[src/rtl/spm_driver.sv]
// Host-side driver for a serial-parallel multiplier array: loads x in parallel,
// streams y LSB first with sign/zero extension, and reassembles the 2*WIDTH product.
module spm_driver #(
  parameter int WIDTH  = 8,
  parameter int LAT    = 1,
  parameter int SIGNED = 1
) (
  input  logic               clk,
  input  logic               rst,
  input  logic               in_valid,
  output logic               in_ready,
  input  logic [WIDTH-1:0]   in_x,
  input  logic [WIDTH-1:0]   in_y,
  output logic [WIDTH-1:0]   spm_x,
  output logic               spm_clr,
  output logic               spm_y,
  input  logic               spm_p,
  output logic               out_valid,
  input  logic               out_ready,
  output logic [2*WIDTH-1:0] out_p
);

  localparam int PW = 2 * WIDTH;
  localparam int CW = $clog2(PW + LAT);
  localparam int KW = $clog2(PW);

  localparam logic [CW-1:0] SHIFT_END = CW'(PW - 1);
  localparam logic [CW-1:0] DRAIN_END = CW'(PW + LAT - 1);
  localparam logic [CW-1:0] CAP_START = CW'(LAT);
  localparam logic [KW-1:0] CAP_END   = KW'(PW - 1);

  typedef enum logic [2:0] {IDLE, CLEAR, SHIFT, DRAIN, DONE} state_t;

  state_t           state;
  logic [CW-1:0]    cnt;   // cycles since SHIFT began; keeps counting through DRAIN
  logic [KW-1:0]    cap;
  logic [WIDTH-1:0] y_sr;
  logic             y_ext;

  // The top bit of y is never shifted out, so it supplies the sign extension.
  assign y_ext = (SIGNED != 0) ? y_sr[WIDTH-1] : 1'b0;

  // NOTE: reset is synchronous and covers every register, so a partial
  // product can never leak out after rst; all state uses <= so each edge
  // sees a consistent snapshot of the previous cycle.
  always_ff @(posedge clk) begin
    if (rst) begin
      state     <= IDLE;
      cnt       <= '0;
      cap       <= '0;
      y_sr      <= '0;
      in_ready  <= 1'b1;
      out_valid <= 1'b0;
      spm_clr   <= 1'b0;
      spm_y     <= 1'b0;
      spm_x     <= '0;
      out_p     <= '0;
    end else begin
      spm_clr <= 1'b0;
      case (state)
        IDLE: begin
          if (in_valid) begin
            spm_x    <= in_x;
            y_sr     <= in_y;
            in_ready <= 1'b0;
            spm_clr  <= 1'b1;
            cnt      <= '0;
            cap      <= '0;
            out_p    <= '0;
            state    <= CLEAR;
          end
        end
        CLEAR: begin
          spm_y <= y_sr[0];
          y_sr  <= {y_ext, y_sr[WIDTH-1:1]};
          state <= SHIFT;
        end
        SHIFT, DRAIN: begin
          // Product bits trail the y bits by LAT cycles; cap saturates at the top bit.
          if (cnt >= CAP_START) begin
            out_p[cap] <= spm_p;
            if (cap != CAP_END) cap <= cap + 1'b1;
          end
          cnt <= cnt + 1'b1;
          if (state == SHIFT) begin
            if (cnt == SHIFT_END) begin
              spm_y <= 1'b0;
              state <= DRAIN;
            end else begin
              spm_y <= y_sr[0];
              y_sr  <= {y_ext, y_sr[WIDTH-1:1]};
            end
          end else if (cnt == DRAIN_END) begin
            out_valid <= 1'b1;
            state     <= DONE;
          end
        end
        DONE: begin
          if (out_ready) begin
            out_valid <= 1'b0;
            in_ready  <= 1'b1;
            state     <= IDLE;
          end
        end
        default: state <= IDLE;
      endcase
    end
  end

endmodule

[config.mk]
export PLATFORM = sky130hd
export DESIGN_NAME = spm_driver
export DESIGN_NICKNAME = d
export VERILOG_FILES = /design/src/rtl/spm_driver.sv
export SDC_FILE = /design/constraint.sdc
export NUM_CORES = 1
export LEC_CHECK = 0
export CAP_MARGIN = 20
export CORE_UTILIZATION = 51
export DETAILED_ROUTE_END_ITERATION = 16
export GPL_TIMING_DRIVEN = 0
export PLACE_DENSITY = 0.79
export SLEW_MARGIN = 10
export SYNTH_ARGS = -nofsm -noshare
export SYNTH_HDL_FRONTEND = slang
export SYNTH_SLANG_ARGS = --single-unit
[constraint.sdc]
create_clock -name clk -period 2.4 [get_ports clk]
set_input_delay 0.24 -clock clk [delete_from_list [all_inputs] [get_ports clk]]
set_output_delay 0.24 -clock clk [all_outputs]
set_load 0.02 [all_outputs]
* After elaboration in Yosys (flattened, before gate mapping) *
Cells that the tools add are included.

word-level totals
  bits in writable memories = 0
  bits in registers = 48
  output and inout bits = 28
  memories = 0
  latch bits = 0
  ROM bits = 0
  logic and storage cells = 88

cells by class
  mux-type cells = 33
  equality and inequality tests = 17
  bitwise logic cells = 3
  $add $sub $neg = 2
  $lt $le $gt $ge = 3
  reductions and logical operators = 19
  multiply operators = 0
  div/mod/pow operators = 0
  shift operators = 0

operator list
  operator               count
  $mux W16               2
  $pmux W16 S2           1
  $pmux W8 S3            1
  $reduce_and A4 Y1      5
  $bwmux W16             1
  $ne A2 B2 Y1 const B   8
  $mux W3                5
  $mux W7                2
  $mux W4                3
  $pmux W3 S4            1
  $pmux W5 S2            1
  $mux W1                9
  $mux W8                1
  $pmux W4 S2            1
  $reduce_bool A2 Y1     4
  $eq A3 B2 Y1 const B   2
  $ne A3 B3 Y1 const B   2
  $pmux W1 S2            3
  $reduce_and A2 Y1      3
  $reduce_and A3 Y1      2
  $add A5 B1 Y5 const B  1
  $eq A5 B4 Y1 const B   1
  $eq A5 B5 Y1 const B   1
  $ge A5 B1 Y1 const B   1
  13 further kinds       16

* Longest topological paths before layout *
Gate-level depths: netlist (run 1).

  depth after elaboration = 7
  depth in mapped cells = 8

* Least setup slack after synthesis (run 1) *
No wires, ideal clock.

  path type = register to register
  start = reg cnt[0]
  end = reg y_sr[3]
  path buffers = 1
  stages on the path, launching flop included = 9
  data arrival time = 1,888 ps
  data required time = 2,314 ps
  library setup time = 86 ps
  setup slack = 426 ps
  cells stage by stage = dfxtp_1 ha_1 and3_1 ha_1 or3b_1 a21oi_2 buf_4 nor2_1 a211oi_1

on the way
  cells in the longest elaborated chain, start to end = 3

ends and longest elaborated chain
  item                                line  RTL
  from (decl)                         35    logic [CW-1:0] cnt;
  from (signal assigned)              84    cnt <= cnt + 1'b1;
  $eq A5 B4 Y1                        86    if (cnt == SHIFT_END) begin
  $ne A2 B2 Y1 (no source line)       -
  $reduce_and A4 Y1 (no source line)  -
  to (signal assigned)                64    y_sr <= in_y;
  to (signal assigned)                75    y_sr <= {y_ext, y_sr[WIDTH-1:1]};
  to (signal assigned)                91    y_sr <= {y_ext, y_sr[WIDTH-1:1]};
  to (decl)                           37    logic [WIDTH-1:0] y_sr;

No other way between the ends.
A chain may end at the register's enable or synchronous reset.

* Worst setup path in the final report (run 1) *
  start = reg cnt[0]
  end = reg y_sr[5]

Same word-level chain as after synthesis.

==> results of run 1 <==
[state kept, by name, indices dropped and copies added, names as in the netlist]
signal / cells
y_sr: 8
spm_clr: 1
spm_x: 8
in_ready: 1
spm_y: 1
cnt: 5
state: 3
out_valid: 1
cap: 4
out_p: 16
[worst register-to-register path, delay by kind of cell (launching register included)]
| family | cells | cell delay (ps) |
|---|---|---|
| and+or+nand+nor | 3 | 600 |
| adders and majority gates | 2 | 460 |
| AOI/OAI and AO/OA | 2 | 460 |
| DFF | 1 | 390 |
| buffers and inverters | 1 | 210 |
[power by group through the flow]
stage	logic, W	clock network [W]	registers [W]
after detailed placement	0.000409	0	0.000890
after global routing	0.000458	0.000546	0.000877
after global placement	0.000403	0	0.000888
final	0.000416	0.000502	0.000871
after CTS	0.000411	0.000513	0.000871
after floorplan	0.000256	0	0.000904
[through the flow]
stage | instances | setup slack, ps | utilization [%] | power [W]
floorplan | 289 | 426 | - | 0.00116
global placement | 388 | 178 | 66.9 | 0.00129
detailed placement | 388 | 164 | 66.9 | 0.00130
CTS | 396 | 188 | 68.9 | 0.00180
global route | 396 | 38.9 | 68.9 | 0.00188
finish | 396 | 190 | 68.9 | 0.00179
[cell type report]
type,count,area (sq um)
Fill cell,388,1400
Timing Repair Buffer,47,470
Tap cell,52,65.1
Sequential cell,48,961
Multi-Input combinational cell,203,1350
Clock buffer,8,90.1
Buffer,22,108
Inverter,16,60.1
[cells in the mapped netlist (7+ instances only)]
cell type | number | area (sq um)
inv_1 | 15 | 56.3
a32o_1 | 10 | 100
mux2i_1 | 8 | 80.1
nor2_1 | 20 | 75.1
ha_1 | 8 | 100
a2111oi_0 | 8 | 70.1
nand2_1 | 31 | 116
dfxtp_1 | 48 | 961
o21ai_0 | 17 | 85.1
a21oi_1 | 21 | 105
nand3_1 | 7 | 35.0
a211oi_1 | 11 | 82.6
clkbuf_1 | 11 | 41.3
[layer usage]
layer | vias to the layer above | GRT usage [%] | wire, microns
li1 | 1164 | - | -
met1 | 1163 | 33.8 | 2790
met2 | 109 | 40.8 | 2960
met3 | 12 | 7.45 | 468
met4 | 0 | 10.9 | 106
met5 | - | 0 | 0
[worst paths after layout]
path	end	slack, ps	cells after the start
worst max-delay path	y_sr[5]	190	8
worst min register to register	y_sr[7]	450	2
worst min-delay path	y_sr[7]	450	2
worst max register to register	y_sr[5]	190	8
[cell families after synthesis]
logic type | count (synthesis) | share of synthesized area (%)
AOI/OAI and AO/OA | 94 | 27.4
xor gates and xnor gates | 2 | 0.707
adders and majority gates | 8 | 4.04
buffers and inverters | 38 | 6.77
DFF | 48 | 38.8
muxes | 10 | 4.14
and+or+nand+nor | 89 | 18.2
==> impl_metrics.env, run 1 <==
export IMPL_cp_num_buf_inv=1
export IMPL_netlist_area_sq_um=2480
export IMPL_hpwl_microns=4520
export IMPL_cts_setup_buffers=0
export IMPL_stdcell_area_sq_um=3100
export IMPL_dieWidth_microns=71.7
export IMPL_p_sw_w=0.000539
export IMPL_clock_root_buffer="clkbuf_8"
export IMPL_relSlewSlack_pct=58.4
export IMPL_rsz0062_at_grt="false"
export IMPL_fp_dieArea_sq_um=5140
export IMPL_max_freq_ghz=0.453
export IMPL_grt_pass1_vias=2276
export IMPL_layout_min_cycle_time_ps=2210
export IMPL_ctsHoldBuffers=0
export IMPL_floorplan_initialDensity_pct=55.0
export IMPL_finalSetupViolCount=0
export IMPL_vias=2448
export IMPL_timing_rr_start="cnt[0]"
export IMPL_cpLargestDelayFamily="simple AND/OR/NAND/NOR gates"
export IMPL_holdCritPathClass="flip-flop to flip-flop"
export IMPL_final_cell_mix="dfxtp_1, clkdlybuf4s50_1, nand2_1"
export IMPL_fin_skew_ps=8.38
export IMPL_synth_cell_types=53
export IMPL_clkSinkCount=48
export IMPL_numCtsBuffers=5
export IMPL_drt_initial_drc_count=182
export IMPL_crit_top_cell="ha_1"
export IMPL_required_ps=2620
export IMPL_overflow=0
export IMPL_power_clock_fraction_pct=28.1
export IMPL_htreeDepth=2
export IMPL_whs_ps=454
export IMPL_intPower_w=0.00125
export IMPL_drive_gt1_share_pct=7.56
export IMPL_clk_pin_slew_ps=80
export IMPL_swShare_pct=30.1
export IMPL_std_cell_rows=24
export IMPL_power_density_nw_per_um2=577
export IMPL_status="finished clean"
export IMPL_tns_ps=0
export IMPL_worstPathArrival_ps=2430
export IMPL_grt_start_max_net_pins=14
export IMPL_hold_viol_final=0
export IMPL_path_class="flip-flop to flip-flop"
export IMPL_cts_tree="yes"
export IMPL_seq_area_frac_synth_pct=38.8
export IMPL_placed_cell_area_sq_um=3010
export IMPL_p_comb_share_pct=23.3
export IMPL_routedWlPerCell_microns=16.0
export IMPL_ys_flop_type="dfxtp_1"
export IMPL_antenna_found_initial=0
export IMPL_grt_pass1_wl_microns=10600
export IMPL_report_final_slew_viol_count=0
export IMPL_clock_latency_ps=310
export IMPL_nNetsFinal=372
export IMPL_pin_count=49
export IMPL_firstDrtPassIters=5
export IMPL_io_buffers=47
export IMPL_critPathMaxStageDelay_ps=390
export IMPL_period_share_pct=92.1
export IMPL_routed_via_density=6.18
export IMPL_crit_chain="ha_1, and3_1, ha_1, or3b_1, a21oi_2, buf_4, nor2_1, a211oi_1"
export IMPL_core_area_sq_um=4500
export IMPL_async_flop_share_pct=0
export IMPL_syn_inst=289
export IMPL_peakVddDrop_mv=0.334
export IMPL_drc=0
export IMPL_final_common_cell="dfxtp_1"
export IMPL_clk_path_buf_depth=2
export IMPL_syn_nets=318
export IMPL_antenna_cells=0
export IMPL_syn_area_per_cell_sq_um=8.57
export IMPL_p_seq_share_pct=48.7
export IMPL_hold_start="y_sr[7]"
export IMPL_synth_seq_cells=48
export IMPL_groute_usage_overall_pct=26.1
export IMPL_gp_congestion=0.860
export IMPL_p_leak_nw=1.14
export IMPL_die_h_microns=71.7
export IMPL_cts_resized=0
export IMPL_finalWirelength_microns=6330
export IMPL_ant_nets=0
export IMPL_worstSetupEndpointType="flip-flop"
export IMPL_area_growth_pct=25.3
export IMPL_path_max_fanout=10
export IMPL_critPathLaunch="cnt[0]"
export IMPL_cp_start_kind="flip-flop"
export IMPL_crit_path_top_delay_cell="dfxtp_1"
export IMPL_yosys_warnings=0
export IMPL_drv_cap=0
export IMPL_tightest_slew_ps=617
export IMPL_synth_edf_count=0
(Power assumes the default switching activity.)
==> inputs of run 2 (changes only) <==
--- a/config.mk
+++ b/config.mk
@@ -6,10 +6,12 @@
 export NUM_CORES = 1
 export LEC_CHECK = 0
 export CAP_MARGIN = 20
+export CORE_ASPECT_RATIO = 1.5
 export CORE_UTILIZATION = 51
 export DETAILED_ROUTE_END_ITERATION = 16
 export GPL_TIMING_DRIVEN = 0
 export PLACE_DENSITY = 0.79
+export SETUP_SLACK_MARGIN = 0.3
 export SLEW_MARGIN = 10
 export SYNTH_ARGS = -nofsm -noshare
 export SYNTH_HDL_FRONTEND = slang
==> run 2 against run 1 <==
  * Routed wire length is 3.6% lower
  * First-iteration DRC count is 47% lower
  * Via count down 1.5%
  * Highest routed layer unchanged
  * Clock skew shrank 2.7 ps
  * Die area up 0.11%
  * Global-route usage is 0.70 points lower
  * Core utilization is 0.56 points higher
  * Combinational power grew 6.7%
  * Final cell count up 3.8%
  * Sequential share of layout area shrank 0.60 points
  * Fmax up 7.9%
  * Hold slack better by 5.0 ps
==> impl_metrics.env, run 2 (synthesis gave the netlist of run 1 again) <==
export IMPL_ant_nets=0
export IMPL_gp_congestion=0.841
export IMPL_fin_skew_ps=5.68
export IMPL_htreeDepth=2
export IMPL_dieWidth_microns=58.9
export IMPL_reg_top3="out_p: 16 flops, spm_x: 8 flops, y_sr: 8 flops"
export IMPL_routedWlPerCell_microns=14.8
export IMPL_tns_ps=0
export IMPL_peakVddDrop_mv=0.495
export IMPL_relSlewSlack_pct=47.1
export IMPL_drt_initial_drc_count=96
export IMPL_clock_latency_ps=310
export IMPL_hold_depth=2
export IMPL_grt_pass1_wl_microns=10100
export IMPL_report_final_slew_viol_count=0
export IMPL_std_cell_rows=30
export IMPL_overflow=0
export IMPL_hpwl_microns=4430
export IMPL_path_max_fanout=8
export IMPL_largest_reg_flops=16
export IMPL_io_buffers=47
export IMPL_worstSetupEndpointType="flip-flop"
export IMPL_top_register="out_p"
export IMPL_p_leak_nw=1.17
export IMPL_drc=0
export IMPL_hold_viol_final=0
export IMPL_layout_min_cycle_time_ps=2050
export IMPL_top_usage_layer="met2"
export IMPL_fp_dieArea_sq_um=5150
export IMPL_dpl_worst_slack_ps=68.7
export IMPL_finalWirelength_microns=6100
export IMPL_routed_via_density=5.87
export IMPL_antenna_cells=0
export IMPL_numCtsBuffers=5
export IMPL_grt_use_met2_pct=45.6
export IMPL_placed_cell_area_sq_um=3030
export IMPL_holdCritPathClass="flip-flop to flip-flop"
export IMPL_area_growth_pct=28.4
export IMPL_p_comb_share_pct=24.4
export IMPL_groute_usage_overall_pct=25.4
export IMPL_p_seq_share_pct=47.9
export IMPL_firstDrtPassIters=4
export IMPL_stdcell_area_sq_um=3180
export IMPL_grt_pass1_vias=2305
export IMPL_grt_start_max_net_pins=17
export IMPL_clock_root_buffer="clkbuf_8"
export IMPL_clk_path_buf_depth=2
export IMPL_r2r_cells=8
export IMPL_worstPathArrival_ps=2260
export IMPL_floorplan_initialDensity_pct=54.1
export IMPL_final_cell_mix="clkdlybuf4s50_1, dfxtp_1, nand2_1"
export IMPL_antenna_found_initial=0
export IMPL_rsz0062_at_grt="true"
export IMPL_drv_cap=0
export IMPL_nNetsFinal=375
export IMPL_grt_use_met3_pct=5.35
export IMPL_swShare_pct=31.7
export IMPL_power_clock_fraction_pct=27.7
export IMPL_period_share_pct=85.3
export IMPL_whs_ps=459
export IMPL_die_h_microns=87.4
export IMPL_use_met1_pct=27.5
export IMPL_finalSetupViolCount=0
export IMPL_pin_count=49
export IMPL_setup_ws_ps=352
export IMPL_status="finished clean"
export IMPL_core_area_sq_um=4580
export IMPL_path_class="flip-flop to flip-flop"
export IMPL_final_common_cell="clkdlybuf4s50_1"
export IMPL_p_sw_w=0.000578
export IMPL_cts_tree="yes"
export IMPL_max_freq_ghz=0.488
export IMPL_cp_start_kind="flip-flop"
export IMPL_drive_gt1_share_pct=11.0
export IMPL_intPower_w=0.00124
export IMPL_required_ps=2610
export IMPL_clkSinkCount=48
export IMPL_tightest_slew_ps=786
export IMPL_clk_pin_slew_ps=90
export IMPL_fillCellCount=405
export IMPL_vias=2412
export IMPL_power_density_nw_per_um2=573
-- run 2: cell count changes in the layout (fill, tap and decap cells not counted), moves of 2 or more --
cell	change
clkbuf_1	-2
a211oi_1	-2
buf_4	+2
dfxtp_1	-2
a211oi_2	+2
-- run 2: final timing paths --
kind | start | endpoint | slack [ps]
hold / removal | spm_x[4] | spm_x[4] | 460
setup reg to reg | cnt[0] | y_sr[6] | 350
hold reg to reg | spm_x[4] | spm_x[4] | 460
setup / recovery | cnt[0] | y_sr[6] | 350
-- run 2: cell type report --
| type | count | area [sq um] | share of cell area, % |
|---|---|---|---|
| clock buffer | 5 | 68.8 | 2.16 |
| timing repair buffer | 50 | 493 | 15.5 |
| inverter | 16 | 60.1 | 1.89 |
| sequential | 48 | 966 | 30.4 |
| clock inverter | 3 | 22.5 | 0.708 |
| multi-input combinational | 203 | 1380 | 43.4 |
| tap | 64 | 80.1 | 2.52 |
| buffer | 22 | 111 | 3.50 |
-- run 2: metrics by stage --
step	total power, W	instances	util, %
detailed placement	0.00130	400	66.1
finish	0.00182	411	69.5
CTS	0.00181	409	68.7
global route	0.00191	411	69.5
floorplan	0.00116	289	-
global placement	0.00129	400	66.1
-- run 2: power groups by stage --
stage	Clock, W	Combinational (W)	Sequential [W]
final	0.000504	0.000444	0.000874
after global routing	0.000549	0.000485	0.000880
after CTS	0.000511	0.000421	0.000873
after detailed placement	0	0.000407	0.000891
after global placement	0	0.000401	0.000888
after floorplan	0	0.000256	0.000904
-- run 2: what timing repair did --
item	in CTS	in global routing
pin swaps	1	0
hold buffers	0	0
setup endpoints to repair	12	18
gates resized for setup	4	6
endpoints found under the hold margin	0	0
buffers inserted	1	2
-- run 2: layer usage --
metal / part of all wire, % / wire, microns / up-vias
met5: 0 / 0 / -
met4: 2.4 / 145 / 0
met3: 4.2 / 255 / 15
met2: 54 / 3290 / 83
met1: 39 / 2410 / 1142
li1: - / - / 1172
-- run 2: worst max-delay path, cell delays in order, from the launching register on --
cell	delay, ps
dfxtp_4	380
ha_1	210
and3_1	190
ha_1	220
or3b_4	390
a21oi_4	140
buf_4	150
nor2_1	40
a211oi_1	220
==> inputs of run 3 (changes only) <==
--- a/config.mk
+++ b/config.mk
@@ -7,6 +7,7 @@
 export LEC_CHECK = 0
 export CAP_MARGIN = 20
 export CORE_ASPECT_RATIO = 1.5
+export CORE_MARGIN = 2
 export CORE_UTILIZATION = 51
 export DETAILED_ROUTE_END_ITERATION = 16
 export GPL_TIMING_DRIVEN = 0
==> run 3 against run 2 <==
  * Highest routed layer unchanged
  * Setup slack improved by 21 ps
  * Hold slack improved by 2.0 ps
  * Non-clock buffer count unchanged
  * Via count increased by 0.33%
  * Sequential power about the same
  * Clock skew increased by 6.0 ps
  * Register-to-register slack improved by 20 ps
  * Global-route usage decreased by 0.90 points
  * Critical endpoint is now y_sr[3]
==> impl_metrics.env, run 3 (synthesis gave the netlist of run 1 again) <==
export IMPL_intPower_w=0.00145
export IMPL_io_buffers=47
export IMPL_std_cell_rows=31
export IMPL_peakVddDrop_mv=0.519
export IMPL_die_h_microns=89.4
export IMPL_vias=2420
export IMPL_dp_cells=402
export IMPL_dieWidth_microns=60.9
export IMPL_final_cell_mix="clkdlybuf4s50_1, dfxtp_1, nand2_1"
export IMPL_numCtsBuffers=5
export IMPL_core_area_sq_um=4770
export IMPL_largest_reg_flops=16
export IMPL_reg_top3="out_p: 16 flops, spm_x: 8 flops, y_sr: 8 flops"
export IMPL_drive_gt1_share_pct=11.0
export IMPL_drt_initial_drc_count=142
export IMPL_p_leak_nw=1.18
export IMPL_rsz0062_at_grt="false"
export IMPL_fp_dieArea_sq_um=5440
export IMPL_grt_pass1_vias=2277
export IMPL_fillCellCount=398
export IMPL_gp_congestion=0.879
export IMPL_worstPathArrival_ps=2250
export IMPL_status="finished clean"
export IMPL_placed_cell_area_sq_um=3030
export IMPL_routedWlPerCell_microns=15.4
export IMPL_clkSinkCount=48
export IMPL_setup_ws_ps=374
export IMPL_path_class="flip-flop to flip-flop"
export IMPL_hpwl_microns=4520
export IMPL_drv_cap=0
export IMPL_hold_viol_final=0
export IMPL_antenna_found_initial=0
export IMPL_swShare_pct=28.0
export IMPL_cts_tree="yes"
export IMPL_htreeDepth=2
export IMPL_final_util_pct=67.5
export IMPL_firstDrtPassIters=4
export IMPL_finalSetupViolCount=0
export IMPL_nNetsFinal=375
export IMPL_power_clock_fraction_pct=34.2
export IMPL_clk_pin_slew_ps=90
export IMPL_cp_start_kind="flip-flop"
export IMPL_p_sw_w=0.000562
export IMPL_groute_usage_overall_pct=24.5
export IMPL_path_max_fanout=8
export IMPL_antenna_cells=0
export IMPL_finalNonFillerCells=412
export IMPL_stdcell_area_sq_um=3220
export IMPL_crit_path_top_delay_cell="or3b_4"
export IMPL_report_final_slew_viol_count=0
export IMPL_dpl_worst_slack_ps=138
export IMPL_pin_count=49
export IMPL_overflow=0
export IMPL_area_growth_pct=30.0
export IMPL_final_common_cell="clkdlybuf4s50_1"
export IMPL_grt_pass1_wl_microns=10100
export IMPL_period_share_pct=84.4
export IMPL_p_seq_share_pct=43.5
export IMPL_ctsHoldBuffers=0
export IMPL_holdCritPathClass="flip-flop to flip-flop"
export IMPL_fin_skew_ps=11.7
export IMPL_drc=0
export IMPL_clock_root_buffer="clkbuf_8"
export IMPL_clock_latency_ps=310
export IMPL_layout_min_cycle_time_ps=2030
export IMPL_clk_path_buf_depth=2
export IMPL_grt_start_max_net_pins=15
export IMPL_worstSetupEndpointType="flip-flop"
export IMPL_power_density_nw_per_um2=624
export IMPL_tightest_slew_ps=806
export IMPL_required_ps=2620
export IMPL_ant_nets=0
export IMPL_finalWirelength_microns=6350
export IMPL_tns_ps=0
export IMPL_critPathMaxStageDelay_ps=390
export IMPL_relSlewSlack_pct=45.8
export IMPL_p_comb_share_pct=22.3
export IMPL_crit_chain="ha_1, and3_1, ha_1, or3b_4, a21oi_4, buf_6, nor2_1, a211oi_2"
export IMPL_top_register="out_p"
export IMPL_floorplan_initialDensity_pct=51.9
export IMPL_crit_top_cell="ha_1"
export IMPL_max_freq_ghz=0.493
export IMPL_routed_via_density=5.87
[run 3: worst paths after layout]
path	endpoint	slack, ps	startpoint	depth (start not counted)
max	y_sr[3]	370	cnt[0]	8
min	spm_x[0]	460	spm_x[0]	2
max reg2reg	y_sr[3]	370	cnt[0]	8
min reg2reg	spm_x[0]	460	spm_x[0]	2
[run 3: critical path: cells and delay by family, from the launching register on]
kind / cells / cell delay [ps]
DFF: 1 / 370
AOI/OAI and AO/OA: 2 / 340
and+or+nand+nor: 3 / 620
adders and majority gates: 2 / 440
buffers and inverters: 1 / 150
[run 3: per-layer routing]
layer / vias up / global-route usage, % / share of wire [%]
met4: 0 / 11.9 / 2.7
met2: 83 / 43.8 / 53
met1: 1149 / 27.2 / 40
met3: 20 / 4.20 / 4.2
li1: 1168 / - / -
met5: - / 0 / 0
[run 3: per-stage QoR]
step           hold slack, ps  total power [W]
2_1_floorplan             376          0.00116
3_3_place_gp              441          0.00129
5_1_grt                   479          0.00208
4_1_cts                   466          0.00198
3_5_place_dp              450          0.00130
6_report                  461          0.00201
[run 3: repair_timing]
action | in CTS | in global routing
setup endpoints to repair | 7 | 18
resized for setup | 3 | 8
pin swaps | 1 | 0
setup buffers | 1 | 2
[run 3: power groups by stage]
stage               clock network (W)  registers [W]  logic, W
CTS                          0.000689       0.000873  0.000424
floorplan                           0       0.000904  0.000256
detailed placement                  0       0.000890  0.000409
global route                 0.000714       0.000880  0.000489
finish                       0.000686       0.000874  0.000449
global placement                    0       0.000888  0.000401
[run 3: layout make-up]
| cell class | instances | area, sq um | area share [%] |
|---|---|---|---|
| tap | 66 | 82.6 | 2.56 |
| timing repair buffer | 50 | 493 | 15.3 |
| sequential | 48 | 963 | 29.9 |
| inverter | 16 | 60.1 | 1.86 |
| buffer | 22 | 113 | 3.50 |
| multi-input combinational | 203 | 1380 | 42.9 |
| clock inverter | 2 | 60.1 | 1.86 |
| clock buffer | 5 | 68.8 | 2.14 |
